[src/rtl/onewire_pkg.sv]
// onewire_pkg
// Shared definitions for the 1-Wire master and slave-side blocks:
//   - command op encodings (op_e)
//   - link-layer FSM states (state_e)
//   - default timing constants, in microseconds
//   - phase_width(): width of a saturating phase counter that can hold
//     the longest reset phase
package onewire_pkg;

  localparam int OP_W = 2;

  typedef enum logic [OP_W-1:0] {
    OP_RESET = 2'b00,
    OP_WRITE = 2'b01,
    OP_READ  = 2'b10,
    OP_RSVD  = 2'b11
  } op_e;

  typedef enum logic [2:0] {
    ST_IDLE,
    ST_RST_LOW,
    ST_RST_REL,
    ST_SLOT_LOW,
    ST_SLOT_REL,
    ST_DONE
  } state_e;

  localparam int DEF_CLKS_PER_US    = 1;
  localparam int DEF_RST_LOW_US     = 480;
  localparam int DEF_PRES_SAMPLE_US = 70;
  localparam int DEF_RST_REL_US     = 480;
  localparam int DEF_SLOT_US        = 70;
  localparam int DEF_W1_LOW_US      = 6;
  localparam int DEF_W0_LOW_US      = 60;
  localparam int DEF_RD_SAMPLE_US   = 15;

  function automatic int phase_width(input int a, input int b);
    return $clog2(((a > b) ? a : b) + 1);
  endfunction

endpackage

[src/rtl/onewire_master_link_if.sv]
// onewire_master_link_if
// Command/response handshake plus the open-drain bus pins of the 1-Wire
// master link layer.
//   master modport : the link layer itself (accepts commands, drives the bus)
//   slave modport  : the byte-level controller / bus environment side
// Signals: cmd_valid, cmd_ready, cmd_op[1:0], cmd_bit, bus (sensed level),
//          master_pull_low, rsp_valid, rsp_bit, rsp_presence, rsp_fault.
interface onewire_master_link_if;
  import onewire_pkg::*;

  logic            cmd_valid;
  logic            cmd_ready;
  logic [OP_W-1:0] cmd_op;
  logic            cmd_bit;
  logic            bus;
  logic            master_pull_low;
  logic            rsp_valid;
  logic            rsp_bit;
  logic            rsp_presence;
  logic            rsp_fault;

  modport master (
    input  cmd_valid, cmd_op, cmd_bit, bus,
    output cmd_ready, master_pull_low, rsp_valid, rsp_bit, rsp_presence, rsp_fault
  );

  modport slave (
    output cmd_valid, cmd_op, cmd_bit, bus,
    input  cmd_ready, master_pull_low, rsp_valid, rsp_bit, rsp_presence, rsp_fault
  );

endinterface

[src/rtl/onewire_us_tick.sv]
// onewire_us_tick
// Microsecond prescaler. us_tick is high for one clk cycle out of every
// CLKS_PER_US; clr restarts the count so the first tick after a clear
// arrives exactly CLKS_PER_US cycles later.
// Ports: clk, rst (sync, active high), clr (sync restart), us_tick (out).
module onewire_us_tick #(
  parameter int CLKS_PER_US = 1
) (
  input  logic clk,
  input  logic rst,
  input  logic clr,
  output logic us_tick
);

  localparam int CW = (CLKS_PER_US > 1) ? $clog2(CLKS_PER_US) : 1;

  logic [CW-1:0] cnt_reg;

  // With CLKS_PER_US == 1 the count sits at zero and the tick is constant.
  assign us_tick = (cnt_reg == CW'(CLKS_PER_US - 1));

  always_ff @(posedge clk) begin
    if (rst || clr || us_tick) begin
      cnt_reg <= '0;
    end else begin
      cnt_reg <= cnt_reg + 1'b1;
    end
  end

endmodule

[src/rtl/onewire_master_link.sv]
// onewire_master_link
// 1-Wire bus master link layer: runs one reset/presence, write-bit or
// read-bit time slot per accepted command and returns a one-cycle response.
// Ports: clk, rst (sync, active high), link (onewire_master_link_if.master):
//   cmd_valid/cmd_ready/cmd_op/cmd_bit  command handshake
//   bus / master_pull_low               sensed level / open-drain drive
//   rsp_valid/rsp_bit/rsp_presence/rsp_fault  response (valid is a pulse)
module onewire_master_link
  import onewire_pkg::*;
#(
  parameter int CLKS_PER_US    = DEF_CLKS_PER_US,
  parameter int RST_LOW_US     = DEF_RST_LOW_US,
  parameter int PRES_SAMPLE_US = DEF_PRES_SAMPLE_US,
  parameter int RST_REL_US     = DEF_RST_REL_US,
  parameter int SLOT_US        = DEF_SLOT_US,
  parameter int W1_LOW_US      = DEF_W1_LOW_US,
  parameter int W0_LOW_US      = DEF_W0_LOW_US,
  parameter int RD_SAMPLE_US   = DEF_RD_SAMPLE_US
) (
  input logic                   clk,
  input logic                   rst,
  onewire_master_link_if.master link
);

  localparam int PW = phase_width(RST_LOW_US, RST_REL_US);

  state_e        state_reg, state_next;
  op_e           op_reg;
  logic          bit_reg;
  logic [PW-1:0] phase_reg;
  logic          bus_meta_reg, bus_s_reg;
  logic          ready_reg, pull_low_reg, rsp_valid_reg;
  logic          rsp_bit_reg, rsp_presence_reg, rsp_fault_reg;
  logic          us_tick, accept;
  logic [PW-1:0] slot_low_last;

  assign accept = link.cmd_valid && ready_reg;

  onewire_us_tick #(.CLKS_PER_US(CLKS_PER_US)) u_tick (
    .clk     (clk),
    .rst     (rst),
    .clr     (accept),
    .us_tick (us_tick)
  );

  // Only WRITE-0 holds the bus low for the long time; READ uses the short low.
  assign slot_low_last = (op_reg == OP_WRITE && !bit_reg) ? PW'(W0_LOW_US - 1)
                                                          : PW'(W1_LOW_US - 1);

  // The bus is asynchronous to clk; everything samples bus_s_reg.
  always_ff @(posedge clk) begin
    if (rst) begin
      bus_meta_reg <= 1'b1;
      bus_s_reg    <= 1'b1;
    end else begin
      bus_meta_reg <= link.bus;
      bus_s_reg    <= bus_meta_reg;
    end
  end

  always_ff @(posedge clk) begin
    if (rst) state_reg <= ST_IDLE;
    else     state_reg <= state_next;
  end

  // phase_reg holds the number of us already elapsed in the current phase,
  // so "phase_reg == N-1 on a tick" marks the end of an N us interval.
  always_comb begin
    state_next = state_reg;
    case (state_reg)
      ST_IDLE: begin
        if (accept) begin
          case (op_e'(link.cmd_op))
            OP_RESET:         state_next = ST_RST_LOW;
            OP_WRITE, OP_READ: state_next = ST_SLOT_LOW;
            default:          state_next = ST_DONE;
          endcase
        end
      end
      ST_RST_LOW:  if (us_tick && phase_reg == PW'(RST_LOW_US - 1)) state_next = ST_RST_REL;
      ST_RST_REL:  if (us_tick && phase_reg == PW'(RST_REL_US - 1)) state_next = ST_DONE;
      ST_SLOT_LOW: if (us_tick && phase_reg == slot_low_last)       state_next = ST_SLOT_REL;
      ST_SLOT_REL: if (us_tick && phase_reg == PW'(SLOT_US - 1))    state_next = ST_DONE;
      ST_DONE:     state_next = ST_IDLE;
      default:     state_next = ST_IDLE;
    endcase
  end

  // Reset phases are timed separately; a bit slot is timed from slot start,
  // so the counter keeps running across SLOT_LOW -> SLOT_REL.
  always_ff @(posedge clk) begin
    if (rst || accept) begin
      phase_reg <= '0;
    end else if (state_reg == ST_RST_LOW && state_next == ST_RST_REL) begin
      phase_reg <= '0;
    end else if (us_tick && phase_reg != {PW{1'b1}}) begin
      phase_reg <= phase_reg + 1'b1;
    end
  end

  // Outputs are registered from state_next so the bus drive is glitch free
  // and changes on the same edge as the state.
  always_ff @(posedge clk) begin
    if (rst) begin
      op_reg           <= OP_RESET;
      bit_reg          <= 1'b0;
      ready_reg        <= 1'b1;
      pull_low_reg     <= 1'b0;
      rsp_valid_reg    <= 1'b0;
      rsp_bit_reg      <= 1'b0;
      rsp_presence_reg <= 1'b0;
      rsp_fault_reg    <= 1'b0;
    end else begin
      ready_reg     <= (state_next == ST_IDLE);
      pull_low_reg  <= (state_next == ST_RST_LOW) || (state_next == ST_SLOT_LOW);
      rsp_valid_reg <= (state_next == ST_DONE);
      if (accept) begin
        op_reg           <= op_e'(link.cmd_op);
        bit_reg          <= link.cmd_bit;
        rsp_bit_reg      <= 1'b0;
        rsp_presence_reg <= 1'b0;
        rsp_fault_reg    <= (op_e'(link.cmd_op) == OP_RSVD);
      end else begin
        if (state_reg == ST_RST_REL && us_tick) begin
          if (phase_reg == PW'(PRES_SAMPLE_US - 1)) rsp_presence_reg <= ~bus_s_reg;
          if (phase_reg == PW'(RST_REL_US - 1))     rsp_fault_reg    <= ~bus_s_reg;
        end
        if ((state_reg == ST_SLOT_LOW || state_reg == ST_SLOT_REL) && op_reg == OP_READ &&
            us_tick && phase_reg == PW'(RD_SAMPLE_US - 1)) begin
          rsp_bit_reg <= bus_s_reg;
        end
      end
    end
  end

  assign link.cmd_ready       = ready_reg;
  assign link.master_pull_low = pull_low_reg;
  assign link.rsp_valid       = rsp_valid_reg;
  assign link.rsp_bit         = rsp_bit_reg;
  assign link.rsp_presence    = rsp_presence_reg;
  assign link.rsp_fault       = rsp_fault_reg;

endmodule

[src/flat_wrapper.sv]
// flat-port wrapper written by rule: the top's interface ports become plain ports
module onewire_master_link_flat import onewire_pkg::*;
#(
  parameter int CLKS_PER_US    = DEF_CLKS_PER_US,
  parameter int RST_LOW_US     = DEF_RST_LOW_US,
  parameter int PRES_SAMPLE_US = DEF_PRES_SAMPLE_US,
  parameter int RST_REL_US     = DEF_RST_REL_US,
  parameter int SLOT_US        = DEF_SLOT_US,
  parameter int W1_LOW_US      = DEF_W1_LOW_US,
  parameter int W0_LOW_US      = DEF_W0_LOW_US,
  parameter int RD_SAMPLE_US   = DEF_RD_SAMPLE_US
)
  (clk, rst, link_cmd_valid, link_cmd_op, link_cmd_bit, link_bus, link_cmd_ready, link_master_pull_low, link_rsp_valid, link_rsp_bit, link_rsp_presence, link_rsp_fault);
  onewire_master_link_if link_i ();
  input logic clk;
  input logic rst;
  input wire logic [$bits(link_i.cmd_valid)-1:0] link_cmd_valid;
  input wire logic [$bits(link_i.cmd_op)-1:0] link_cmd_op;
  input wire logic [$bits(link_i.cmd_bit)-1:0] link_cmd_bit;
  input wire logic [$bits(link_i.bus)-1:0] link_bus;
  output wire logic [$bits(link_i.cmd_ready)-1:0] link_cmd_ready;
  output wire logic [$bits(link_i.master_pull_low)-1:0] link_master_pull_low;
  output wire logic [$bits(link_i.rsp_valid)-1:0] link_rsp_valid;
  output wire logic [$bits(link_i.rsp_bit)-1:0] link_rsp_bit;
  output wire logic [$bits(link_i.rsp_presence)-1:0] link_rsp_presence;
  output wire logic [$bits(link_i.rsp_fault)-1:0] link_rsp_fault;
  assign link_i.cmd_valid = link_cmd_valid;
  assign link_i.cmd_op = link_cmd_op;
  assign link_i.cmd_bit = link_cmd_bit;
  assign link_i.bus = link_bus;
  assign link_cmd_ready = link_i.cmd_ready;
  assign link_master_pull_low = link_i.master_pull_low;
  assign link_rsp_valid = link_i.rsp_valid;
  assign link_rsp_bit = link_i.rsp_bit;
  assign link_rsp_presence = link_i.rsp_presence;
  assign link_rsp_fault = link_i.rsp_fault;
  onewire_master_link #(.CLKS_PER_US(CLKS_PER_US), .RST_LOW_US(RST_LOW_US), .PRES_SAMPLE_US(PRES_SAMPLE_US), .RST_REL_US(RST_REL_US), .SLOT_US(SLOT_US), .W1_LOW_US(W1_LOW_US), .W0_LOW_US(W0_LOW_US), .RD_SAMPLE_US(RD_SAMPLE_US)) u_core (.clk(clk), .rst(rst), .link(link_i));
endmodule
[config.mk]
export PLATFORM = sky130hd
export DESIGN_NAME = onewire_master_link_flat
export DESIGN_NICKNAME = d
export VERILOG_FILES = /design/src/rtl/onewire_pkg.sv /design/src/rtl/onewire_master_link_if.sv /design/src/rtl/onewire_us_tick.sv /design/src/rtl/onewire_master_link.sv /design/src/flat_wrapper.sv
export SDC_FILE = /design/constraint.sdc
export NUM_CORES = 1
export LEC_CHECK = 0
export ABC_CLOCK_PERIOD_IN_PS = 2700
export BUFFER_PORTS_ARGS = -buffer_cell sky130_fd_sc_hd__buf_2
export CAP_MARGIN = 20
export CORE_MARGIN = 1.5
export CORE_UTILIZATION = 45
export CTS_CLUSTER_SIZE = 25
export DETAILED_ROUTE_END_ITERATION = 7
export GPL_ROUTABILITY_DRIVEN = 0
export SYNTH_ARGS = -nofsm -noshare
export SYNTH_HDL_FRONTEND = slang
export SYNTH_HIERARCHICAL = 1
export SYNTH_SLANG_ARGS = --single-unit
[constraint.sdc]
create_clock -name clk -period 2.7 [get_ports clk]
set_input_delay 0.135 -clock clk [delete_from_list [all_inputs] [get_ports clk]]
set_output_delay 0.135 -clock clk [all_outputs]
set_load 0.05 [all_outputs]
# After elaboration in Yosys (flattened, before gate mapping)
# Index checks and enable logic that the tools add are counted.
[totals] regBits=24 elab_cells=72 in_bits=7
[op_classes] n_bitwise=2 addsub=2 n_mux=11 reduce_logical=26 eq_ne=18
[ops] op="2-to-1 mux 3 bit" n=5
[ops] op="case mux 3 bit (5 select lines)" n=1
[ops] op="== test 3 x 2 -> 1 bit, second input constant" n=4
[ops] op="logical AND 1 bit" n=11
[ops] op="adder 9 x 1 -> 9 bit, second input constant" n=1
[ops] op="== test 9 x 4 -> 1 bit, second input constant" n=1
[ops] op="== test 9 x 7 -> 1 bit, second input constant" n=1
[ops] op="== test 9 bit" n=1
[ops] op="== test 9 bit, second input constant" n=1
[ops] op="inequality test 9 bit, second input constant" n=1
[ops] op="== test 2 bit, second input constant" n=3
[ops] op="== test 3 x 1 -> 1 bit, second input constant" n=2
[ops] op="== test 3 bit, second input constant" n=2
[ops] op="logical NOT 3 bit" n=2
[ops] op="2-to-1 mux 6 bit" n=1
[ops] op="case mux 3 bit (2 select lines)" n=1
[ops] op="OR reduction 2 bit" n=3
[ops] op="== test 2 x 1 -> 1 bit, second input constant" n=2
[ops] op="logical OR 1 bit" n=4
[ops] op="AND reduction 2 bit" n=2
[ops] op="nonzero test 2 bit" n=2
[ops] op="2-to-1 mux 1 bit" n=3
[ops] op="logical NOT 2 bit" n=1
[ops] op="inverter 1 bit" n=2
[ops] op="other kinds (2)" n=2

# Longest topological paths before layout
[depth] ltp_word=10 depth_mapped=9 ltp_nobuf=9

# Cells and area by module
# Netlist, hierarchy kept.
[by_module_without_submodules] module="onewire_master_link" cells_each=142 instances=1 area_each_um2=1216.2 seq_area_each_um2=460.4
[by_module_without_submodules] module="onewire_us_tick" cells_each=3 instances=1 area_each_um2=27.5 seq_area_each_um2=20.0

# Least setup slack after synthesis
# Ideal clock, no wire load.
[synth_path] path_type="register -> register" startpoint="register u_core.phase_reg[1]" endpoint="register u_core.phase_reg[6]" arrival_ps=1848 required_time_ps=2629 stages_incl_launch_ff=10 slack_ps=780 synth_period_minus_slack_ps=1920 cell_sequence="dfxtp_1 -> ha_1 -> nand4_2 -> nor2_1 -> ha_1 -> nor2b_1 -> clkbuf_1 -> nand4_1 -> or3_1 -> a21oi_1"
[synth_between] elab_chain_len=7 word_cells_on_any_way=17
[synth_lines] item="from (decl)" line_no="onewire_master_link.sv:30" text="logic [PW-1:0] phase_reg;"
[synth_lines] item="from (signal assigned)" line_no="onewire_master_link.sv:97" text="phase_reg <= phase_reg + 1'b1;"
[synth_lines] item="== test 9 x 7 -> 1 bit, or another cell as far along" line_no="onewire_master_link.sv:83" text="ST_SLOT_REL: if (us_tick && phase_reg == PW'(SLOT_US - 1)) state_next = ST_DONE;"
[synth_lines] item="logical AND 1 bit, on equally long branches"
[synth_lines] item="2-to-1 mux 3 bit, on equally long branches"
[synth_lines] item="case mux 3 bit (5 select lines)" line_no="onewire_master_link.sv:70" text="case (state_reg)"
[synth_lines] item="== test 3 x 2 -> 1 bit" line_no="onewire_master_link.sv:94" text="end else if (state_reg == ST_RST_LOW && state_next == ST_RST_REL) begin"
[synth_lines] item="logical AND 1 bit" line_no="onewire_master_link.sv:94"
[synth_lines] item="OR reduction 2 bit (no line)"
# Several ways; a longest one is shown, not always the timed one.
# A chain may end at the register's enable or synchronous reset.

# Worst setup path after layout
[layout_path] startpoint="register u_core.phase_reg[0]" endpoint="register u_core.rsp_valid_reg (netlist: u_core/link.rsp_valid)"
[layout_between] elab_chain_len=5 word_cells_on_any_way=12
[layout_lines] item="== test 9 x 7 -> 1 bit, or another cell as far along" line_no="onewire_master_link.sv:83"
[layout_lines] item="logical AND 1 bit, on equally long branches"
[layout_lines] item="2-to-1 mux 3 bit, on equally long branches"
[layout_lines] item="case mux 3 bit (5 select lines) *" line_no="onewire_master_link.sv:70"
[layout_lines] item="== test 3 bit *" line_no="onewire_master_link.sv:116" text="rsp_valid_reg <= (state_next == ST_DONE);"
[layout_lines] item="to (signal assigned)" line_no="onewire_master_link.sv:116"
[layout_lines] item="to (decl)" line_no="onewire_master_link.sv:32" text="logic ready_reg, pull_low_reg, rsp_valid_reg;"
# Mark *: on every way between the ends. The rest lies on a longest branch, timed or not.

==> flow_metrics.env <==
export IMPL_worstMarginPinSlew_ns=0.5109
export IMPL_tns_ns=0
export IMPL_slowest_stage="dfxtp_1"
export IMPL_grt_total_usage_pct=16.32
export IMPL_clock_path_buffers=2
export IMPL_tritoncts="built"
export IMPL_start_util_pct=48.87
export IMPL_cts_hold_repair_buffers=1
export IMPL_drv_slew=0
export IMPL_end_kind="flip-flop"
export IMPL_insertion_delay_ns=0.31
export IMPL_irDropWorstVdd_v=0.0004534
export IMPL_synth_top_cells_by_count="24 x dfxtp_1, 24 x nand2_1, 13 x nor2_1"
export IMPL_num_vias=1002
export IMPL_drt_iter0_drc=26
export IMPL_synth_distinct_cells=44
export IMPL_fp_coreArea_mm2=0.002545
export IMPL_root_buffer="clkbuf_4"
export IMPL_arrival_ns=2.31
export IMPL_required_ns=2.90
export IMPL_period_needed_ns=2.108
export IMPL_largest_reg_flops=9
export IMPL_power_density_mw_per_mm2=631.9
export IMPL_ys_warn_count=6
export IMPL_cp_top_family="simple AND/OR/NAND/NOR gates"
export IMPL_clkTransAtPathRegs_ns=0.13
export IMPL_io_buffers=12
export IMPL_fin_crit_sh_pct=78.07
export IMPL_stdcell_area_mm2=0.001370
export IMPL_antenna_found_initial=0
export IMPL_slew_headroom_pct=65.87
export IMPL_worstReg2RegStart="u_core/phase_reg[0]"
export IMPL_cts_sinks=24
export IMPL_synth_edf_count=0
export IMPL_n_fill_cell=250
export IMPL_internal_power_uw=567.9
export IMPL_finalHoldViolCount=0
export IMPL_critPathBufInv=0
export IMPL_cts_buffers=3
export IMPL_switching_share_pct=34.41
export IMPL_setup_viol=0
export IMPL_post_route_util_pct=53.83
export IMPL_synth_area_mm2=0.001244
export IMPL_post_cts_buffers=0
export IMPL_yosysTopAreaCell="dfxtp_1"
export IMPL_grt_pass1_wl_um=4077
export IMPL_p_total_uw=865.8
export IMPL_async_reset_ff_share_pct=0
export IMPL_die_x_um=55.57
export IMPL_synth_top_cell_area_share_pct=38.63
export IMPL_die_h_um=55.57
export IMPL_nets=170
export IMPL_cp_cell_sequence="ha_1 > nand4_2 > nor4_4 > mux2i_1 > o21ai_1 > a21o_2 > nor3b_2"
export IMPL_pwr_share_seq_pct=49.5
export IMPL_yosysSeqAreaShare_pct=38.63
export IMPL_area_growth_pct=10.16
export IMPL_overflow=0
export IMPL_drc=0
export IMPL_n_antenna_cell=0
export IMPL_placed_cell_area_mm2=0.001324
export IMPL_htree_levels=1
export IMPL_max_freq_mhz=474.4
export IMPL_ant_nets=0
export IMPL_mappedNetlistNets=157
export IMPL_die_area_mm2=0.003088
export IMPL_synth_seq_cells=24
export IMPL_hold_start="link_cmd_bit"
export IMPL_rows=18
export IMPL_pwr_share_comb_pct=29.2
export IMPL_routed_wl_um=2343
export IMPL_syn_mean_instance_area_um2=8.577
export IMPL_skew_ns=0.008183
export IMPL_min_path_type="in -> reg"
export IMPL_slowest_delay_ns=0.52
export IMPL_rsz0062_at_grt="no"
export IMPL_wl_per_cell_um=12.53
export IMPL_first_pass_iters=4
export IMPL_clkPwrFrac_pct=21.3
export IMPL_status="completed"
export IMPL_ctsResizeCount=0
export IMPL_synthFlopType="dfxtp_1"
export IMPL_cp_max_fo=9
export IMPL_hpwl_um=1857
export IMPL_grt_pass1_vias=904
export IMPL_p_leak_nw=0.5271
export IMPL_critPathKind="reg -> reg"
export IMPL_synth_area_leaders="dfxtp_1 39%, nand2_1 7.2%, ha_1 5.0%"
export IMPL_drive_gt1_share_pct=21.02
export IMPL_via_per_inst=5.358
export IMPL_cap_viol_max_count=0
export IMPL_p_switching_uw=297.9
export IMPL_grt_max_degree=14
export IMPL_ios=13
export IMPL_syn_inst=145
export IMPL_critPathLaunchType="flip-flop"
export IMPL_worstSetupStartpoint="u_core/phase_reg[0]"
-- layout make-up --
| cell class | count | area [um2] | share of cell area (%) |
|---|---|---|---|
| Tap cell | 30 | 37.54 | 2.740 |
| Timing Repair Buffer | 14 | 77.57 | 5.662 |
| Clock buffer | 4 | 36.28 | 2.648 |
| Multi-Input combinational cell | 110 | 719.4 | 52.51 |
| Sequential cell | 24 | 480.5 | 35.07 |
| Inverter | 5 | 18.77 | 1.370 |
-- placed cells by master (no fill, tap or decap), drive strengths merged, types with 3 or more instances in the layout --
cell type / Yosys / routed
nor4: 3 / 3
buf: 2 / 13
dfxtp: 24 / 24
nand2: 24 / 24
nand3: 3 / 3
nor3b: 5 / 5
xor2: 4 / 4
nor3: 6 / 6
a21oi: 10 / 10
clkbuf: 4 / 4
inv: 5 / 5
ha: 5 / 5
nand4: 5 / 5
and2: 3 / 3
nor2: 13 / 13
or2: 3 / 3
-- layer usage --
| layer | part of all wire [%] | up-vias | GRT usage (%) |
|---|---|---|---|
| met3 | 3.5 | 2 | 4.884 |
| met2 | 44 | 14 | 24.66 |
| met5 | 0 | - | 0 |
| li1 | - | 526 | - |
| met4 | 0.55 | 0 | 2.091 |
| met1 | 52 | 460 | 23.55 |
-- power by group through the flow --
stage,Combinational (mW),Sequential [mW],Clock [mW]
floorplan,0.154,0.478,0
global placement,0.249,0.437,0
detailed placement,0.252,0.437,0
CTS,0.255,0.428,0.191
global route,0.277,0.436,0.204
finish,0.253,0.428,0.184
-- cell families after synthesis --
family	synth area share, %
AND/OR/NAND/NOR	35.82
flip-flops	38.63
AO/OA/AOI/OAI	10.86
buffers and inverters	3.520
XOR/XNOR	4.225
adder cells (fa/ha/maj)	5.030
multiplexers	1.610
other	0.3015
-- worst paths after layout --
check                                to  slack, ns  cells past startpoint
hold reg to reg        u_core/bus_s_reg       0.43                      1
setup / recovery  u_core/link.rsp_valid       0.59                      7
hold / removal           u_core/bit_reg       0.05                      3
setup reg to reg  u_core/link.rsp_valid       0.59                      7
-- worst register-to-register path, delay by kind of cell, from the launching register on --
family,cells,cell delay [ns]
AOI/OAI and AO/OA,2,0.33
adders and majority gates,1,0.26
DFF,1,0.52
muxes,1,0.22
and+or+nand+nor,3,0.68
-- stage by stage --
step                      worst slack (ns)  instances  hold slack (ns)
after floorplan                     0.7804        145           0.2388
after global placement              0.6797        182           0.3194
after detailed placement            0.6190        182           0.3236
after CTS                           0.5928        187          0.04302
after global routing                0.4309        187          0.06433
final                               0.5920        187          0.05149
Note: power is estimated with default switching activity, not from simulation.
